<file path="config.mk">
export PLATFORM = sky130hd
export DESIGN_NAME = rca_word_sequencer
export DESIGN_NICKNAME = d
export VERILOG_FILES = /design/src/rtl/rca_word_sequencer.sv
export SDC_FILE = /design/constraint.sdc
export NUM_CORES = 1
export LEC_CHECK = 0
export CAP_MARGIN = 20
export CORE_MARGIN = 2
export CORE_UTILIZATION = 50
export CTS_CLUSTER_DIAMETER = 30
export DETAILED_ROUTE_END_ITERATION = 8
export DONT_BUFFER_PORTS = 1
export PLACE_DENSITY_LB_ADDON = 0.12
export SYNTH_ARGS = -nofsm -noshare
export SYNTH_HDL_FRONTEND = slang
export SYNTH_SLANG_ARGS = --single-unit
</file>
<file path="constraint.sdc">
create_clock -name clk -period 2.6 [get_ports clk]
set_clock_uncertainty 0.05 [all_clocks]
set_input_delay 0.52 -clock clk [delete_from_list [all_inputs] [get_ports clk]]
set_output_delay 0.52 -clock clk [all_outputs]
set_load 0.01 [all_outputs]
</file>
<file path="src/rtl/rca_word_sequencer.sv">
// Sequential adder: one SLICE-bit ripple-carry slice per clock, LSB slice first.
// Define RCA_SEQ_OVF_EN to add the signed-overflow output ovf.
module rca_word_sequencer #(
  parameter int WIDTH = 16,
  parameter int SLICE = 4
) (
  input  logic             clk,
  input  logic             rst_n,
  input  logic             in_valid,
  output logic             in_ready,
  input  logic [WIDTH-1:0] a,
  input  logic [WIDTH-1:0] b,
  input  logic             cin,
  output logic             out_valid,
  input  logic             out_ready,
  output logic [WIDTH-1:0] sum,
  output logic             cout,
  output logic             busy
`ifdef RCA_SEQ_OVF_EN
  ,
  output logic             ovf
`endif
);

  localparam int NSLICE = WIDTH / SLICE;
  localparam int IDXW   = (NSLICE > 1) ? $clog2(NSLICE) : 1;
  localparam logic [IDXW-1:0] LAST_IDX = IDXW'(NSLICE - 1);

  typedef enum logic [1:0] {IDLE, RUN, DONE} state_t;

  state_t           state_q, state_d;
  logic [WIDTH-1:0] a_q, a_d;
  logic [WIDTH-1:0] b_q, b_d;
  logic [WIDTH-1:0] sum_q, sum_d;
  logic [IDXW-1:0]  idx_q, idx_d;
  logic             carry_q, carry_d;
  logic             cout_q, cout_d;
  logic [SLICE:0]   slice_sum;
`ifdef RCA_SEQ_OVF_EN
  logic             ovf_q, ovf_d;
  logic             msb_carry_in;
`endif

  // The single shared slice adder always works on the low slice of the shift registers.
  assign slice_sum = {1'b0, a_q[SLICE-1:0]} + {1'b0, b_q[SLICE-1:0]} + {{SLICE{1'b0}}, carry_q};

  always_comb begin
    state_d = state_q;
    a_d     = a_q;
    b_d     = b_q;
    sum_d   = sum_q;
    idx_d   = idx_q;
    carry_d = carry_q;
    cout_d  = cout_q;
`ifdef RCA_SEQ_OVF_EN
    ovf_d        = ovf_q;
    msb_carry_in = slice_sum[SLICE-1] ^ a_q[SLICE-1] ^ b_q[SLICE-1];
`endif
    case (state_q)
      IDLE: begin
        if (in_valid) begin
          a_d     = a;
          b_d     = b;
          carry_d = cin;
          idx_d   = '0;
          state_d = RUN;
        end
      end
      RUN: begin
        sum_d[idx_q*SLICE +: SLICE] = slice_sum[SLICE-1:0];
        carry_d = slice_sum[SLICE];
        a_d     = a_q >> SLICE;
        b_d     = b_q >> SLICE;
        idx_d   = idx_q + 1'b1;
        if (idx_q == LAST_IDX) begin
          idx_d   = '0;
          cout_d  = slice_sum[SLICE];
          state_d = DONE;
`ifdef RCA_SEQ_OVF_EN
          ovf_d   = msb_carry_in ^ slice_sum[SLICE];
`endif
        end
      end
      DONE: begin
        if (out_ready) begin
          state_d = IDLE;
`ifdef RCA_SEQ_OVF_EN
          ovf_d   = 1'b0;
`endif
        end
      end
      default: state_d = IDLE;
    endcase
  end

  always_ff @(posedge clk) begin
    if (!rst_n) begin
      state_q <= IDLE;
      a_q     <= '0;
      b_q     <= '0;
      sum_q   <= '0;
      idx_q   <= '0;
      carry_q <= 1'b0;
      cout_q  <= 1'b0;
`ifdef RCA_SEQ_OVF_EN
      ovf_q   <= 1'b0;
`endif
    end else begin
      state_q <= state_d;
      a_q     <= a_d;
      b_q     <= b_d;
      sum_q   <= sum_d;
      idx_q   <= idx_d;
      carry_q <= carry_d;
      cout_q  <= cout_d;
`ifdef RCA_SEQ_OVF_EN
      ovf_q   <= ovf_d;
`endif
    end
  end

  // in_ready is gated by rst_n so it stays low for the whole reset cycle.
  assign in_ready  = (state_q == IDLE) && rst_n;
  assign out_valid = (state_q == DONE);
  assign busy      = (state_q == RUN) || (state_q == DONE);
  assign sum       = sum_q;
  assign cout      = cout_q;
`ifdef RCA_SEQ_OVF_EN
  assign ovf       = ovf_q;
`endif

endmodule

</file>
Yosys cells after proc, flatten, opt, wreduce, memory -nomap -nowiden
Index checks and enable logic that the tools add are counted.

storage, ports and cells
  register bits = 54
  input port bits = 37
  word-level logic and storage cells = 40

operators by class
  add/subtract/negate cells = 4
  equal/unequal tests = 6
  shifts and indexed selects = 2
  muxes and demuxes = 14
  reduce and logical (&&, ||, !) cells = 7

operator list
  kind                     count
  $pmux 16 s2              2
  $neg 4->34               1
  $shift 4x34->16 const A  1
  $shiftx 4x34->16         1
  $mux 16                  2
  $bwmux 16                1
  $mux 2                   5
  $pmux 2 s3               1
  $add 4x4->5              1
  $add 5x1->5              1
  $eq 2x2->1 const B       2
  $ne 2x2->1 const B       2
  $pmux 2 s2               1
  $reduce_and 2->1         2
  $reduce_and 3->1         1
  $add 2x1->2 const B      1
  $eq 2x1->1 const B       1
  $logic_not 2->1          1
  $ne 2x1->1 const B       1
  $pmux 1 s2               1
  $reduce_bool 2->1        1
  $logic_and 1x1->1        1
  $logic_or 1x1->1         1
  $mux 1                   1

Logic depth before layout (Yosys ltp)
Gate-level depths: netlist of the first run.

  depth after elaboration = 4
  depth in mapped cells = 8
  mapped depth without buffers = 7

Worst setup path before layout of the first run
OpenSTA, ideal clock, no wires.

  path type = reg2reg
  start point = register idx_q[0]
  end point = register sum_q[15], in the netlist sum[15]
  arrival time = 1792 ps
  required time = 2480 ps
  slack = 688 ps
  cell stages (with the launch flop) = 6
  path buffers = 0
  cells stage by stage = dfxtp_1 -> inv_2 -> ha_1 -> or4_4 -> or3_1 -> a21oi_1

between the ends
  longest elaborated chain between the ends = 3

ends and longest elaborated chain
  item                                                        line  source
  start: declaration                                          35    logic [IDXW-1:0] idx_q, idx_d;
  start signal: assignment                                    113   idx_q <= idx_d;
  $neg 4->34 (*)                                              70    sum_d[idx_q*SLICE +: SLICE] = slice_sum[SLICE-1:0];
  $shiftx 4x34->16 / $shift 4x34->16 (equally long branches)  70
  $bwmux 16 (*)                                               70
  end signal: assignment                                      112   sum_q <= sum_d;
  end: declaration                                            34    logic [WIDTH-1:0] sum_q, sum_d;

Every way passes the cells marked *; elsewhere a longest branch is shown, timed or not.
A chain may end at the register's enable or synchronous reset.

Final worst setup path of the first run
  start point = register state_q[1]
  end point = register idx_q[0]

between the ends
  longest elaborated chain between the ends = 3

ends and longest elaborated chain
  item                                                                     line  source
  start: declaration                                                       31    state_t state_q, state_d;
  start signal: assignment                                                 109   state_q <= state_d;
  $eq 2x1->1 / $logic_not 2->1 (equally long branches)                     59    case (state_q)
  $reduce_bool 2->1 (no source line) / $ne 2x2->1 (equally long branches)  -
  $reduce_and 2->1 (no source line)                                        -

Several ways; a longest one is shown, not always the timed one.

==> run_results.csv, run 1 <==
group,metric,value,unit
placement,io_buffers,0,
min_path,min_delay_worst_endpoint,"a_q[14]",
logic_synthesis,synth_edf_count,0,
detailed_routing,vias,1796,
detailed_routing,detail_route.vias_per_cell,5.43,
sta,report.final.slew_viol_count,0,
detailed_routing,drt_iter0_markers,85,
status,outcome,"complete, no violations",
clocking,cts_root_buffer,"clkbuf_8",
setup_path,cp.arrival,2.17,ns
final_layout,fin_nets,314,
logic_synthesis,ys_async_sr_fraction,0,%
logic_synthesis,synth_common_cells,"54 x dfxtp_1, 43 x nor2_1, 26 x mux2i_1",
final_layout,drive_above_1_share,6.06,%
logic_synthesis,yosysMostFrequentCell,"dfxtp_1",
setup_path,crit_type,"flop to flop",
global_route,grt_pass1_wl,7970,um
setup_path,worstReg2RegEnd,"idx_q[0]",
sta,finalHoldViolCount,0,
setup_path,ff2ff_setup_slack,0.55,ns
clocking,cts_setup_buffers,0,
placement,place_area,2540,um^2
setup_path,rr_worst_depth,8,
setup_path,cp_max_fo,28,
min_path,hold_path.class,"primary input to flop",
min_path,holdCritStartpoint,"a[14]",
setup_path,endpoint_kind,"flop",
logic_synthesis,ys_ff_latch,54,
die,die_h,74.4,um
power_and_ir_drop,pwr_density_cell,768,nW/um^2
clocking,clk_pin_slew,0.09,ns
die,die_x,74.4,um
clocking,cts.sinks,54,
clocking,cts_resized,0,
die,ioPinCount,57,
die,core-area,4750,um^2
global_route,grt_pass1_vias,1689,
sta,setup_tns,0,ns
final_layout,syn2layout_area_growth,6.16,%
clocking,cts_tree,"yes",
setup_path,worstPathRequired,2.72,ns
detailed_routing,wl_per_cell,14.8,um
sta,tightest_slew,0.888,ns
sta,rsz0062_at_grt,"false",
clocking,htree_levels,2,
placement,place.gp.congestion,0.823,
setup_path,rr_startpoint,"state_q[1]",
global_route,grt_max_degree,54,
logic_synthesis,yosysTopAreaCell,"dfxtp_1",
logic_synthesis,syn_nets,320,
logic_synthesis,synth_cells,269,
global_route,antenna_found_initial,0,
placement,dp_hpwl,3550,um
clocking,cts_hold_buf,0,
min_path,holdPathStages,2,
die,rows,25,
logic_synthesis,ys_dominant_reg_cell,"dfxtp_1",
sta,timing.final.crit_share,79.0,%
global_route,grt_overflow,0,
detailed_routing,drc,0,
final_layout,antennaDiodeCount,0,
sta,slew_headroom,40.7,%
detailed_routing,firstDrtPassIters,4,
flow_run,cap_violations,0,
clocking,cts_made_buffers,5,
power_and_ir_drop,peakVddDrop,0.469,mV
detailed_routing,drt-total-wl,4890,um
die,dieArea,5540,um^2
setup_path,worstSetupStartpointType,"flop",
clocking,clock_path_buffers,2,
power_and_ir_drop,leakage,1.01,nW
logic_synthesis,ys_seq_area_share,43.6,%
sta,clock.fmax,0.487,GHz
logic_synthesis,synth_cell_type_count,33,
clocking,insertion_delay,0.30,ns
sta,setup-violations-final,0,
logic_synthesis,synth_area,2480,um^2
detailed_routing,ant_nets,0,
logic_synthesis,yosysWarnings,0,
final_layout,postLayoutCellArea,2630,um^2
logic_synthesis,synth_top_area_share,43.6,%
sta,fin_crit,2.05,ns
global_route,grt_usage,18.6,%
logic_synthesis,syn_avg_cell_area,9.22,um^2
die,start_util,52.2,%
logic_synthesis,synthTopCellsByArea,"dfxtp_1 44%, mux2i_1 10%, a211oi_1 7.6%",
cell type report:
cell class	count	area [um^2]
clock buffer	7	86.3
fill	437	2120
timing repair buffer	3	35.0
clock inverter	1	5.00
tap	67	83.8
multi-input combinational	186	1290
inverter	13	48.8
sequential	54	1080
routing by layer:
metal	part of all wire, %	up-vias	global-route usage, %
met4	1.3	0	5.36
met3	4.9	7	5.28
met5	0	-	0
li1	-	944	-
met1	46	807	25.6
met2	48	38	28.6
sequential cells by signal, indices dropped and copies added (netlist names):
register / flops
sum: 16
a_q: 16
state_q: 2
carry_q: 1
cout: 1
idx_q: 2
b_q: 16
worst max path at each step:
stage	from	end	slack, ns
4_1_cts	state_q[1]	idx_q[0]	0.53
3_3_place_gp	state_q[1]	idx_q[0]	0.59
2_1_floorplan	idx_q[0]	sum[15]	0.69
6_report	state_q[1]	idx_q[0]	0.55
3_5_place_dp	state_q[1]	idx_q[0]	0.56
5_1_grt	state_q[1]	idx_q[0]	0.41
per-stage QoR:
stage	total power, W	setup slack, ns	utilization (%)	std cells	hold slack, ns
detailed placement	0.00157	0.559	53.4	323	0.402
global route	0.00216	0.410	55.4	331	0.308
finish	0.00202	0.547	55.4	331	0.321
floorplan	0.00145	0.688	-	269	0.382
CTS	0.00205	0.534	55.4	331	0.314
global placement	0.00156	0.588	53.4	323	0.397
power breakdown:
| part | total, W | switching, W | leakage [nW] | internal (W) |
|---|---|---|---|---|
| sequential | 0.000991 | 0.0000649 | 0.443 | 0.000927 |
| clock | 0.000477 | 0.000262 | 0.0482 | 0.000216 |
| combinational | 0.000553 | 0.000301 | 0.518 | 0.000252 |
kinds of logic after synthesis:
kind of cell	count (synthesis)	share of synthesized area, %
multiplexers	26	10.5
AND/OR/NAND/NOR	84	15.7
buffers and inverters	29	4.69
flip-flops	54	43.6
AO/OA/AOI/OAI	61	17.5
XOR/XNOR	1	0.353
adder cells (fa/ha/maj)	14	7.67
critical path, cell delays in order, from the launching register on:
cell	delay (ns)
dfxtp_1	0.34
inv_1	0.08
ha_2	0.32
buf_4	0.44
mux2i_1	0.13
buf_4	0.20
and2_1	0.16
a31oi_1	0.13
nor2_1	0.05
layout by cell type (no fill, tap or decap), types with 2 or more instances in the layout:
cell,instances
a211oi_1,25
a21oi_1,17
a2bb2oi_1,12
and2_1,2
buf_4,2
clkbuf_8,6
dfxtp_1,54
fa_1,2
ha_1,11
inv_1,11
inv_2,2
mux2i_1,26
nand2_1,14
nand3_1,9
nand4_1,2
nand4b_1,2
nor2_1,42
nor2b_1,2
nor3b_1,2
or3_1,4
(Power assumes the default switching activity.)
==> run 2: changes to the inputs <==
==> constraint.sdc (replaced) <==
create_clock -name clk -period 1.8 [get_ports clk]
set_clock_uncertainty 0.05 [all_clocks]
set_input_delay 0.36 -clock clk [delete_from_list [all_inputs] [get_ports clk]]
set_output_delay 0.36 -clock clk [all_outputs]
set_load 0.01 [all_outputs]
==> run 2 against run 1 <==
  * Via count up 9.6%
  * Die area unchanged
  * Clock-buffer cell count down 2
  * Wire length up 14%
  * Final cell count up 6.0%
  * Global-route usage up 0.50 points
  * First-iteration DRC count down 18%
  * Highest routed layer unchanged
  * Flip-flop and latch count unchanged
==> run_results.csv, run 2 (synthesis gave the netlist of run 1 again) <==
group,metric,value,unit
sta,finalHoldViolCount,0,
final_layout,antennaDiodeCount,0,
setup_path,endpoint_kind,"flop",
final_layout,syn2layout_area_growth,19.5,%
power_and_ir_drop,peakVddDrop,0.615,mV
sta,tightest_slew,0.293,ns
detailed_routing,drt-total-wl,5570,um
die,core-area,4750,um^2
clocking,htree_levels,2,
clocking,clock_path_buffers,2,
global_route,grt_usage,19.1,%
setup_path,cp.arrival,1.92,ns
global_route,antenna_found_initial,0,
sta,slew_headroom,80.4,%
final_layout,fillers,432,
die,ioPinCount,57,
die,rows,25,
setup_path,worstSetupStartpointType,"flop",
detailed_routing,firstDrtPassIters,4,
die,die_h,74.4,um
global_route,grt_pass1_wl,8200,um
die,start_util,52.2,%
final_layout,fin_nets,334,
power_and_ir_drop,leakage,1.16,nW
sta,clock.fmax,0.582,GHz
setup_path,cp-startpoint,"idx_q[0]",
clocking,cts_root_buffer,"clkbuf_8",
global_route,grt_pass1_vias,1784,
clocking,cts_hold_buf,0,
clocking,clk_pin_slew,0.10,ns
placement,io_buffers,0,
global_route,grt_overflow,0,
sta,report.final.slew_viol_count,0,
placement,dp_hpwl,3710,um
setup_path,crit_type,"flop to flop",
final_layout,final_cell_mix,"50 x dfxtp_1, 41 x nor2_1, 26 x mux2i_1",
die,die_x,74.4,um
final_layout,postLayoutCellArea,2960,um^2
clocking,insertion_delay,0.31,ns
final_layout,final_common_cell,"dfxtp_1",
detailed_routing,vias,1969,
status,outcome,"complete, no violations",
sta,timing.final.crit_share,95.4,%
placement,place_area,2710,um^2
sta,setup-violations-final,0,
global_route,grt_max_degree,54,
setup_path,rr_startpoint,"idx_q[0]",
setup_path,cp_max_fo,4,
clocking,cts.sinks,54,
min_path,holdCritStartpoint,"a[14]",
die,dieArea,5540,um^2
sta,fin_crit,1.72,ns
sta,rsz0062_at_grt,"false",
placement,place.gp.congestion,0.771,
sta,fin_ws,0.0821,ns
flow_run,cap_violations,0,
setup_path,worstPathRequired,2.00,ns
power_and_ir_drop,pwr_density_cell,1120,nW/um^2
detailed_routing,wl_per_cell,15.9,um
detailed_routing,drt_iter0_markers,70,
clocking,cts_tree,"yes",
placement,pre_cts_slack,-0.00605,ns
clocking,cts_made_buffers,5,
detailed_routing,drc,0,
final_layout,drive_above_1_share,19.7,%
detailed_routing,detail_route.vias_per_cell,5.61,
min_path,hold_path.class,"primary input to flop",
sta,whs,0.156,ns
detailed_routing,ant_nets,0,
-- run 2: changes by cell type in the layout (fill, tap and decap cells not counted), moves of 4 or more --
cell       change
buf_4         +14
a2bb2oi_1      -4
a2bb2oi_2      +4
dfxtp_1        -4
dfxtp_2        +4
-- run 2: repair_timing --
| action | CTS | global route |
|---|---|---|
| setup endpoints to repair | 1 | 17 |
| pin swaps | 0 | 4 |
| hold endpoints to repair | 0 | 0 |
| gates resized for setup | 1 | 16 |
| buffers inserted | 0 | 2 |
| cloned | 0 | 3 |
-- run 2: path summary, 6_finish.rpt --
| path | to | slack (ns) | cells after the start |
|---|---|---|---|
| setup / recovery | sum[15] | 0.08 | 5 |
| hold / removal | a_q[14] | 0.16 | 2 |
| setup reg to reg | sum[15] | 0.08 | 5 |
| hold reg to reg | a_q[12] | 0.41 | 2 |
-- run 2: per-stage QoR --
step | power, W | std cells | util, % | setup TNS [ns]
after floorplan | 0.00210 | 269 | - | 0
after global placement | 0.00235 | 338 | 56.9 | 0
after detailed placement | 0.00237 | 338 | 56.9 | -0.00605
after CTS | 0.00319 | 346 | 59.3 | 0
after global routing | 0.00350 | 351 | 62.3 | 0
final | 0.00332 | 351 | 62.3 | 0
-- run 2: metal layers --
| layer | up-vias | part of all wire (%) | track usage (%) |
|---|---|---|---|
| li1 | 987 | - | - |
| met1 | 931 | 45 | 24.0 |
| met2 | 44 | 49 | 31.3 |
| met3 | 7 | 5.5 | 6.50 |
| met4 | 0 | 1.3 | 5.56 |
| met5 | - | 0 | 0 |
-- run 2: area by class of cell --
type / instances / area (um^2) / area share (%)
inverters: 13 / 51.3 / 1.73
repair buffers: 23 / 275 / 9.29
multi-input cells: 186 / 1350 / 45.7
clock inverters: 3 / 43.8 / 1.48
well taps: 67 / 83.8 / 2.83
clock buffers: 5 / 68.8 / 2.32
flip-flops and latches: 54 / 1090 / 36.7
-- run 2: worst max-delay path, cell delays in order, from the launching register on --
cell     delay (ns)
dfxtp_2        0.37
inv_4          0.06
ha_4           0.23
or4_4          0.48
or3_4          0.34
a21oi_2        0.13
-- run 2: power by group --
part / switching (W) / internal (W) / total [W]
clock network: 0.000411 / 0.000417 / 0.000829
logic: 0.000519 / 0.000539 / 0.00106
registers: 0.0000950 / 0.00134 / 0.00144
